**src/rtl/regfile_pkg.sv**
```systemverilog
// Shared definitions for the multi-port register file: state encoding and
// the address-width helper used to size address ports from DEPTH.
package regfile_pkg;

  typedef enum logic {
    ST_CLEAR = 1'b0,
    ST_RUN   = 1'b1
  } state_e;

  // Number of address bits needed to index 'depth' entries (depth >= 2).
  function automatic int f_aw(input int depth);
    int w;
    w = 1;
    for (int i = 1; i < 31; i++) begin
      if ((1 << i) < depth) w = i + 1;
    end
    return w;
  endfunction

endpackage

```
**src/rtl/regfile_clear_seq.sv**
```systemverilog
// Control side of the register file: CLEAR/RUN state, clear counter,
// ready / wr_drop flags and the single write port mux (clear vs user write).
module regfile_clear_seq
  import regfile_pkg::*;
#(
  parameter int XLEN     = 32,
  parameter int DEPTH    = 32,
  parameter int ZERO_REG = 1,
  parameter int AW       = f_aw(DEPTH)
) (
  input  logic            clk,
  input  logic            rst_n,
  input  logic            i_clr_req,
  input  logic            i_we,
  input  logic [AW-1:0]   i_waddr,
  input  logic [XLEN-1:0] i_wdata,
  output logic            o_run,
  output logic            o_ready,
  output logic            o_wr_drop,
  output logic            o_mem_we,
  output logic [AW-1:0]   o_mem_waddr,
  output logic [XLEN-1:0] o_mem_wdata
);

  state_e          r_state;
  logic [AW-1:0]   r_cnt;
  logic            r_ready;
  logic            r_wr_drop;
  logic            w_last;
  logic            w_user_wr;

  assign w_last    = (r_cnt == AW'(DEPTH - 1));
  // Writes to the hard-wired zero register are discarded without a drop pulse.
  assign w_user_wr = i_we && !((ZERO_REG != 0) && (i_waddr == '0));

  // State, clear counter and registered status flags; clr_req always restarts the sweep.
  always_ff @(posedge clk or negedge rst_n) begin
    if (!rst_n) begin
      r_state   <= ST_CLEAR;
      r_cnt     <= '0;
      r_ready   <= 1'b0;
      r_wr_drop <= 1'b0;
    end else begin
      r_wr_drop <= 1'b0;
      case (r_state)
        ST_CLEAR: begin
          r_wr_drop <= i_we;
          if (i_clr_req) begin
            r_cnt <= '0;
          end else if (w_last) begin
            r_state <= ST_RUN;
            r_ready <= 1'b1;
            r_cnt   <= '0;
          end else begin
            r_cnt <= r_cnt + AW'(1);
          end
        end
        ST_RUN: begin
          if (i_clr_req) begin
            r_state <= ST_CLEAR;
            r_ready <= 1'b0;
            r_cnt   <= '0;
          end
        end
      endcase
    end
  end

  // Write port mux: the clear sweep owns the port while clearing.
  always_comb begin
    o_mem_we    = 1'b0;
    o_mem_waddr = i_waddr;
    o_mem_wdata = i_wdata;
    if (r_state == ST_CLEAR) begin
      o_mem_we    = 1'b1;
      o_mem_waddr = r_cnt;
      o_mem_wdata = '0;
    end else begin
      o_mem_we    = w_user_wr;
    end
  end

  assign o_run     = (r_state == ST_RUN);
  assign o_ready   = r_ready;
  assign o_wr_drop = r_wr_drop;

endmodule

```
**src/rtl/regfile_mp.sv**
```systemverilog
// Multi-read-port register file with hard-wired zero register, optional
// write-to-read bypass and a sequential clear engine gating issue via ready.
module regfile_mp
  import regfile_pkg::*;
#(
  parameter int XLEN     = 32,
  parameter int DEPTH    = 32,
  parameter int NREAD    = 2,
  parameter int ZERO_REG = 1,
  parameter int BYPASS   = 1,
  parameter int AW       = f_aw(DEPTH)
) (
  input  logic                  clk,
  input  logic                  rst_n,
  input  logic                  clr_req,
  input  logic                  we,
  input  logic [AW-1:0]         waddr,
  input  logic [XLEN-1:0]       wdata,
  input  logic [NREAD*AW-1:0]   raddr,
  output logic [NREAD*XLEN-1:0] rdata,
  output logic                  ready,
  output logic                  wr_drop
);

  logic [XLEN-1:0] r_mem [DEPTH];
  logic            w_run;
  logic            w_mem_we;
  logic [AW-1:0]   w_mem_waddr;
  logic [XLEN-1:0] w_mem_wdata;

  regfile_clear_seq #(
    .XLEN     (XLEN),
    .DEPTH    (DEPTH),
    .ZERO_REG (ZERO_REG),
    .AW       (AW)
  ) u_seq (
    .clk         (clk),
    .rst_n       (rst_n),
    .i_clr_req   (clr_req),
    .i_we        (we),
    .i_waddr     (waddr),
    .i_wdata     (wdata),
    .o_run       (w_run),
    .o_ready     (ready),
    .o_wr_drop   (wr_drop),
    .o_mem_we    (w_mem_we),
    .o_mem_waddr (w_mem_waddr),
    .o_mem_wdata (w_mem_wdata)
  );

  // Storage array; contents are defined by the clear sweep, not by reset.
  always_ff @(posedge clk) begin
    if (w_mem_we) r_mem[w_mem_waddr] <= w_mem_wdata;
  end

  for (genvar k = 0; k < NREAD; k++) begin : g_rd
    logic [AW-1:0]   w_addr;
    logic [XLEN-1:0] w_rd;

    assign w_addr = raddr[k*AW +: AW];

    // Per-port read mux: CLEAR forces zero, then zero register, bypass, array.
    always_comb begin
      w_rd = r_mem[w_addr];
      if (!w_run) begin
        w_rd = '0;
      end else if ((ZERO_REG != 0) && (w_addr == '0)) begin
        w_rd = '0;
      end else if ((BYPASS != 0) && we && (w_addr == waddr)) begin
        w_rd = wdata;
      end
    end

    assign rdata[k*XLEN +: XLEN] = w_rd;
  end

endmodule

```
**config.mk**
```make
export PLATFORM = sky130hd
export DESIGN_NAME = regfile_mp
export DESIGN_NICKNAME = d
export VERILOG_FILES = /design/src/rtl/regfile_pkg.sv /design/src/rtl/regfile_clear_seq.sv /design/src/rtl/regfile_mp.sv
export SDC_FILE = /design/constraint.sdc
export NUM_CORES = 1
export LEC_CHECK = 0
export BUFFER_PORTS_ARGS = -buffer_cell sky130_fd_sc_hd__buf_2
export CELL_PAD_IN_SITES_DETAIL_PLACEMENT = 1
export CELL_PAD_IN_SITES_GLOBAL_PLACEMENT = 1
export CORE_AREA = 2 2 303 305
export DETAILED_ROUTE_END_ITERATION = 8
export DIE_AREA = 0 0 305 307
export PLACE_DENSITY_LB_ADDON = 0.05
export SYNTH_ARGS = -nofsm -noshare
export SYNTH_HDL_FRONTEND = slang
export SYNTH_SLANG_ARGS = --single-unit
```
**constraint.sdc**
```tcl
create_clock -name clk -period 6.01 [get_ports clk]
set_input_delay 0.3005 -clock clk [delete_from_list [all_inputs] [get_ports clk]]
set_output_delay 0.3005 -clock clk [all_outputs]
set_load 0.02 [all_outputs]
```
==> key figures, run 1 <==
Worst setup path
  – Setup CP Type: reg2out
  – Cell Chain, Critical Path: buf_4 -> o31a_2 -> o21ai_0 -> a41oi_1 -> buf_2
  – Critical Path Sink Type: output pin
  – Largest stage delay, worst path: 1.02 ns
  – Worst-case reg-to-reg path depth: 5
  – Worst reg2reg path startpoint: u_seq.o_run$_DFF_PN0_
  – Reg2Reg Capture Point: r_mem[13][3]$_DFFE_PP_
  – Crit. Startpoint: u_seq.o_run$_DFF_PN0_
  – Setup crit start kind: flop
  – Crit path buffers/inverters: 2
  – R2r setup slk: 2.23 ns
  – Arrival time worst endpoint: 4.46 ns
  – Worst-path fanout max: 36
  – Delay-heaviest family, CP: compound AO/OA/AOI/OAI gates
  – Slowest CP cell: o31a_2
  – Worst path required time: 5.71 ns

Logic synthesis
  – Synth unique cells: 54
  – FF+latch count, synth: 1032
  – Synth warn: 0
  – Post-Synthesis Cells: 2850
  – Sequential share of the synthesized area: 0.627
  – Cell Area, Synth: 49400 um^2
  – Most common flop cell mapped by yosys: edfxtp_1
  – Post-synth EDFFs: 1024
  – Synth async-reset ratio: 0.00775
  – Post-synth net total: 2903
  – Synthesized area per cell: 17.3 um^2

Global route
  – Gr ovfl total: 0
  – Vias in the first global route: 32530
  – Pin count of the biggest net entering global routing: 95
  – Initial antenna violation count: 8
  – Overall global routing resource usage: 0.363
  – First-pass GRT wire length: 242000 um

Clocking
  – Setup Buffers After CTS: 0
  – CTS-repair resized insts: 0
  – Longest Clk Path Bufs: 3
  – Root Buffer: clkbuf_16
  – CTS tree: yes
  – H-tree Lvls: 3
  – Number of CTS-inserted buffers: 106
  – Clock Sink Count: 1032
  – Clock Latency Late Sink: 0.69 ns
  – Reg clk slew, reported paths: 0.06 ns

Timing
  – Minimum clock period: 4.76 ns
  – RSZ-0062 raised after global routing: no
  – Worst slew pin tran: 1.47 ns
  – Fin crit share: 0.792
  – Endpoints failing hold: 0
  – Max Clock Skew: 0.0287 ns
  – Fmax: 210 MHz
  – Relative max-transition margin: 0.0192
  – # setup viols final: 0
  – Setup total negative slack: 0 ns
  – Worst Setup Slack, final: 1.25 ns
  – Slew Limit Fails: 0

Pwr
  – Comb power frac: 0.080
  – Reg power frac: 0.505
  – Power Density: 287 nW/um^2
  – Worst vdd ir: 0.277 mV
  – Leakage: 19.0 nW
  – Internal: 12.0 mW
  – Clock power frac: 0.415
  – Net Sw Power: 3.65 mW
  – Net Sw Frac: 0.233
  – Pwr Total: 15.7 mW

Hold path
  – Min-Delay Path Class: in2reg
  – Worst Hold End: u_seq.r_cnt[3]$_DFFE_PN0P_
  – WHS Path Cells: 3
  – Hold Path Origin: clr_req

Job
  – Max-Cap Viols: 0

Floorplan
  – Die width: 305 um
  – Core Box Area: 90700 um^2
  – Initial Utilization: 0.545
  – Cell Rows: 111
  – Die area: 93600 um^2
  – Top Ports: 117
  – Die Span Y: 307 um

Cells and area
  – Layout cells sized above 1: 0.255
  – Final nets: 2985
  – Post-route cell area: 54600 um^2
  – Area grow syn2layout: 10.6%
  – Fin util: 0.602
  – Filler instances: 7935

Detailed routing
  – Routed len/inst: 40.5 um
  – DR pass1 iterations: 5
  – Final WL: 170000 um
  – Starting DRT DRC Count: 4054
  – Post-route DRC: 0
  – Via count: 31338
  – Number of routed nets with antenna violations: 0
  – Via/cell ratio: 7.45

Place
  – Routability congestion estimate: 0.837
  – Pre-CTS WS: 2.13 ns
  – HPWL Detailed: 100000 um
  – Post-Place Cell Area: 51200 um^2
  – Port bufs: 116

Run status
  – Status: completed
synth_stat cells (all sizes together), types with 23 or more instances:
library cell | instances | area (um^2)
a22oi | 73 | 548
edfxtp | 1024 | 30700
mux4 | 320 | 7210
nand2 | 55 | 206
nor2b | 42 | 263
o21ai | 123 | 616
a21oi | 38 | 190
a31oi | 47 | 294
mux2i | 444 | 4440
buf | 146 | 1080
o22ai | 93 | 582
nor2 | 45 | 169
and2 | 35 | 219
a22o | 23 | 201
nand3 | 25 | 130
o211a | 25 | 250
o221ai | 58 | 508
mux2 | 39 | 439
clkbuf | 95 | 357
power by group through the flow:
stage | Sequential [mW] | Clock [mW] | Combinational, mW
after floorplan | 8.06 | 0 | 0.815
after global placement | 8.07 | 0 | 1.22
after detailed placement | 8.07 | 0 | 1.24
after CTS | 7.92 | 6.53 | 1.25
after global routing | 7.93 | 6.79 | 1.30
final | 7.92 | 6.51 | 1.26
per-layer routing:
metal | share of wire | global-route usage | up-vias | routed length, um
li1 | - | - | 12157 | -
met2 | 0.47 | 0.579 | 2084 | 80600
met4 | 0.044 | 0.152 | 2 | 7470
met5 | 0.000070 | 0 | - | 12
met3 | 0.10 | 0.0717 | 417 | 17200
met1 | 0.38 | 0.494 | 16678 | 65200
metrics by stage:
stage               hold WS [ns]  std cells
finish                     0.439       4208
global placement           0.164       4005
floorplan                0.00491       2850
CTS                        0.431       4206
detailed placement         0.171       4005
global route               0.457       4206
placed cells by master (no fill, tap or decap), drive strengths merged, types with 23 or more instances in the layout:
cell type	count
a21oi	38
a22o	23
a22oi	73
a31oi	47
and2	35
buf	210
clkbuf	128
clkinv	53
edfxtp	1024
mux2	39
mux2i	444
mux4	320
nand2	55
nand3	25
nor2	45
nor2b	42
o211a	25
o21ai	123
o221ai	58
o22ai	93
registers in the layout (all words and copies together), names as in the netlist:
name             flops
u_seq.r_cnt          5
r_mem             1024
u_seq.o_ready        1
u_seq.o_wr_drop      1
u_seq.o_run          1
worst reg2reg max path: cells and delay by family (launching register included):
kind                   cells  cell delay [ns]
AND/OR/NAND/NOR            2             1.46
flip-flops                 1             0.81
buffers and inverters      1             0.52
multiplexers               1             0.44
AO/OA/AOI/OAI              1             0.20
timing repair:
item | 4_1_cts | 5_1_grt
setup endpoints to repair | 0 | 0
hold buffers | 5 | 0
hold endpoints to repair | 16 | 0
logic make-up (layout without fill, tap and decap cells):
family / Yosys count / count (layout) / synth area share
DFF: 1032 / 1032 / 0.627
muxes: 803 / 803 / 0.245
AOI/OAI and AO/OA: 530 / 530 / 0.0735
buffers and inverters: 245 / 415 / 0.0294
and+or+nand+nor: 228 / 228 / 0.0235
xor gates and xnor gates: 10 / 10 / 0.00177
adders and majority gates: 2 / 2 / 0.000507
other: 0 / 2 / 0
worst max path at each step:
| stage | depth (start not counted) | slack, ns | end |
|---|---|---|---|
| after floorplan | 4 | 3.07 | r_mem[16][0]$_DFFE_PP_ |
| after global placement | 7 | 2.17 | rdata[31] |
| after detailed placement | 7 | 2.13 | rdata[31] |
| after CTS | 5 | 1.35 | rdata[31] |
| after global routing | 5 | 1.27 | rdata[31] |
| final | 5 | 1.25 | rdata[31] |
layout make-up:
type                            instances  area [um^2]  area share
Multi-Input combinational cell       1573        17300       0.317
Sequential cell                      1032        31000       0.567
Clock inverter                         68          519     0.00951
Timing Repair Buffer                  215         1500      0.0274
Tap cell                             1186         1480      0.0272
Inverter                                4         15.0    0.000275
Antenna cell                            2         5.00   0.0000916
Clock buffer                          128         2840      0.0520
Power figures use the tool's default switching activity.
==> inputs of run 2 (changes only) <==
Settings changed: CORE_AREA 2 2 303 305 to 2 2 321 323, DIE_AREA 0 0 305 307 to 0 0 323 325.
Clock period 6.01 ns to 3.84 ns, I/O delays scaled along.
==> run 2 against run 1 <==
Net effect: hold slack got worse by 0.25 ns; routed wire length increased by 2.1%; first-iteration DRC count decreased by 6.7%; die area increased by 12%; largest power group unchanged.
==> key figures, run 2 (same netlist as run 1, synthesis figures left out) <==
Global route
  – Initial antenna violation count: 5
  – Overall global routing resource usage: 0.332
  – First-pass GRT wire length: 245000 um
  – Gr ovfl total: 0
  – Vias in the first global route: 32243
  – Pin count of the biggest net entering global routing: 65

Run status
  – Status: completed

Hold path
  – Min-Delay Path Class: in2reg

Detailed routing
  – Starting DRT DRC Count: 3783
  – Final WL: 174000 um
  – Via/cell ratio: 6.97
  – Number of routed nets with antenna violations: 0
  – DR pass1 iterations: 5
  – Post-route DRC: 0
  – Routed len/inst: 38.9 um
  – Via count: 31212

Pwr
  – Net Sw Frac: 0.228
  – Worst vdd ir: 0.415 mV
  – Leakage: 19.7 nW
  – Clock power frac: 0.433
  – Reg power frac: 0.486
  – Comb power frac: 0.080
  – Net Sw Power: 5.82 mW
  – Power Density: 454 nW/um^2
  – Internal: 19.7 mW

Worst setup path
  – Setup CP Type: reg2out
  – Worst-path fanout max: 45
  – Worst path required time: 3.65 ns
  – Critical Path Sink Type: output pin
  – Setup crit start kind: flop
  – Arrival time worst endpoint: 3.36 ns

Cells and area
  – Fin util: 0.555
  – Non-filler cells, final: 4476
  – Commonest non-fill, non-tap cell in the layout: edfxtp_1
  – Layout cells sized above 1: 0.280
  – Most frequent cells in the layout: 1024 x edfxtp_1, 444 x mux2i_1, 320 x mux4_2
  – Post-route cell area: 56200 um^2
  – Area grow syn2layout: 13.7%
  – Top flop regs: r_mem: 1024 flops, u_seq.r_cnt: 5 flops
  – Largest register FFs: 1024
  – Top reg by flops: r_mem
  – Final nets: 3068

Floorplan
  – Initial Utilization: 0.488
  – Cell Rows: 117
  – Die area: 105000 um^2
  – Die Span Y: 325 um
  – Core Box Area: 101000 um^2
  – Die width: 323 um
  – Top Ports: 117

Place
  – HPWL Detailed: 105000 um
  – Post-Place Cell Area: 52400 um^2
  – Port bufs: 116
  – Routability congestion estimate: 0.861
  – Placed cells: 4266

Clocking
  – Number of CTS-inserted buffers: 111
  – Setup Buffers After CTS: 0
  – Clock Latency Late Sink: 0.70 ns
  – Reg clk slew, reported paths: 0.06 ns
  – Root Buffer: clkbuf_16
  – CTS-repair resized insts: 0
  – Longest Clk Path Bufs: 3
  – H-tree Lvls: 3
  – CTS tree: yes
  – Clock Sink Count: 1032

Timing
  – RSZ-0062 raised after global routing: no
  – Fmax: 282 MHz
  – Minimum clock period: 3.55 ns
  – Worst slew pin tran: 1.26 ns
  – Slew Limit Fails: 0
  – Setup total negative slack: 0 ns
  – Endpoints failing hold: 0
  – Fin crit share: 0.925
  – # setup viols final: 0
  – Relative max-transition margin: 0.162
  – Max Clock Skew: 0.0135 ns

Job
  – Max-Cap Viols: 0
run 2: worst max-delay path: stages (launching register included):
cell,delay (ns)
dfrtp_2,0.54
buf_12,0.35
o31a_2,0.23
buf_4,0.34
o21ai_0,0.17
a31oi_1,0.65
buf_2,0.30
run 2: path summary, 6_finish.rpt:
| path | startpoint | end | slack (ns) | cells past startpoint |
|---|---|---|---|---|
| worst min register to register | u_seq.o_ready$_DFFE_PN0P_ | u_seq.o_ready$_DFFE_PN0P_ | 0.54 | 1 |
| worst max-delay path | u_seq.o_run$_DFF_PN0_ | rdata[26] | 0.29 | 6 |
| worst max register to register | u_seq.o_run$_DFF_PN0_ | r_mem[24][29]$_DFFE_PP_ | 0.93 | 5 |
| max in group asynchronous | rst_n | u_seq.o_run$_DFF_PN0_ | 3.11 | 3 |
| min in group asynchronous | rst_n | u_seq.o_wr_drop$_DFF_PN0_ | 0.45 | 3 |
| worst min-delay path | wdata[16] | r_mem[27][16]$_DFFE_PP_ | 0.19 | 3 |
run 2: per-layer routing:
layer,vias to the layer above,wire (um),track usage,part of all wire
met5,-,20,0,0.00011
met4,2,6560,0.121,0.038
met3,328,16000,0.0629,0.092
met2,1765,81500,0.521,0.47
met1,16796,69900,0.465,0.40
li1,12321,-,-,-
run 2: cell type report:
class	instances	area, um^2
well taps	1368	1710
diodes	1	2.50
inverters	4	15.0
repair buffers	293	2480
fillers	9124	45100
flip-flops and latches	1032	31000
multi-input cells	1573	17300
clock buffers	140	3020
clock inverters	65	698
run 2: metrics by stage:
| step | power (mW) | setup slack, ns | hold slack, ns |
|---|---|---|---|
| finish | 25.5 | 0.290 | 0.189 |
| global route | 26.1 | 0.337 | 0.202 |
| CTS | 25.6 | 0.353 | 0.154 |
| detailed placement | 14.7 | 0.714 | 0.0401 |
| global placement | 14.6 | 0.735 | 0.0368 |
| floorplan | 13.9 | 0.900 | -0.104 |
run 2: repair_timing:
action	4_1_cts	5_1_grt
hold buffers	4	0
endpoints found under the setup margin	0	0
endpoints found under the hold margin	16	0
run 2: power groups by stage:
| stage | Sequential (mW) | Clock [mW] | Combinational [mW] |
|---|---|---|---|
| floorplan | 12.6 | 0 | 1.28 |
| global placement | 12.6 | 0 | 2.01 |
| detailed placement | 12.6 | 0 | 2.03 |
| CTS | 12.4 | 11.2 | 2.04 |
| global route | 12.4 | 11.6 | 2.13 |
| finish | 12.4 | 11.1 | 2.05 |
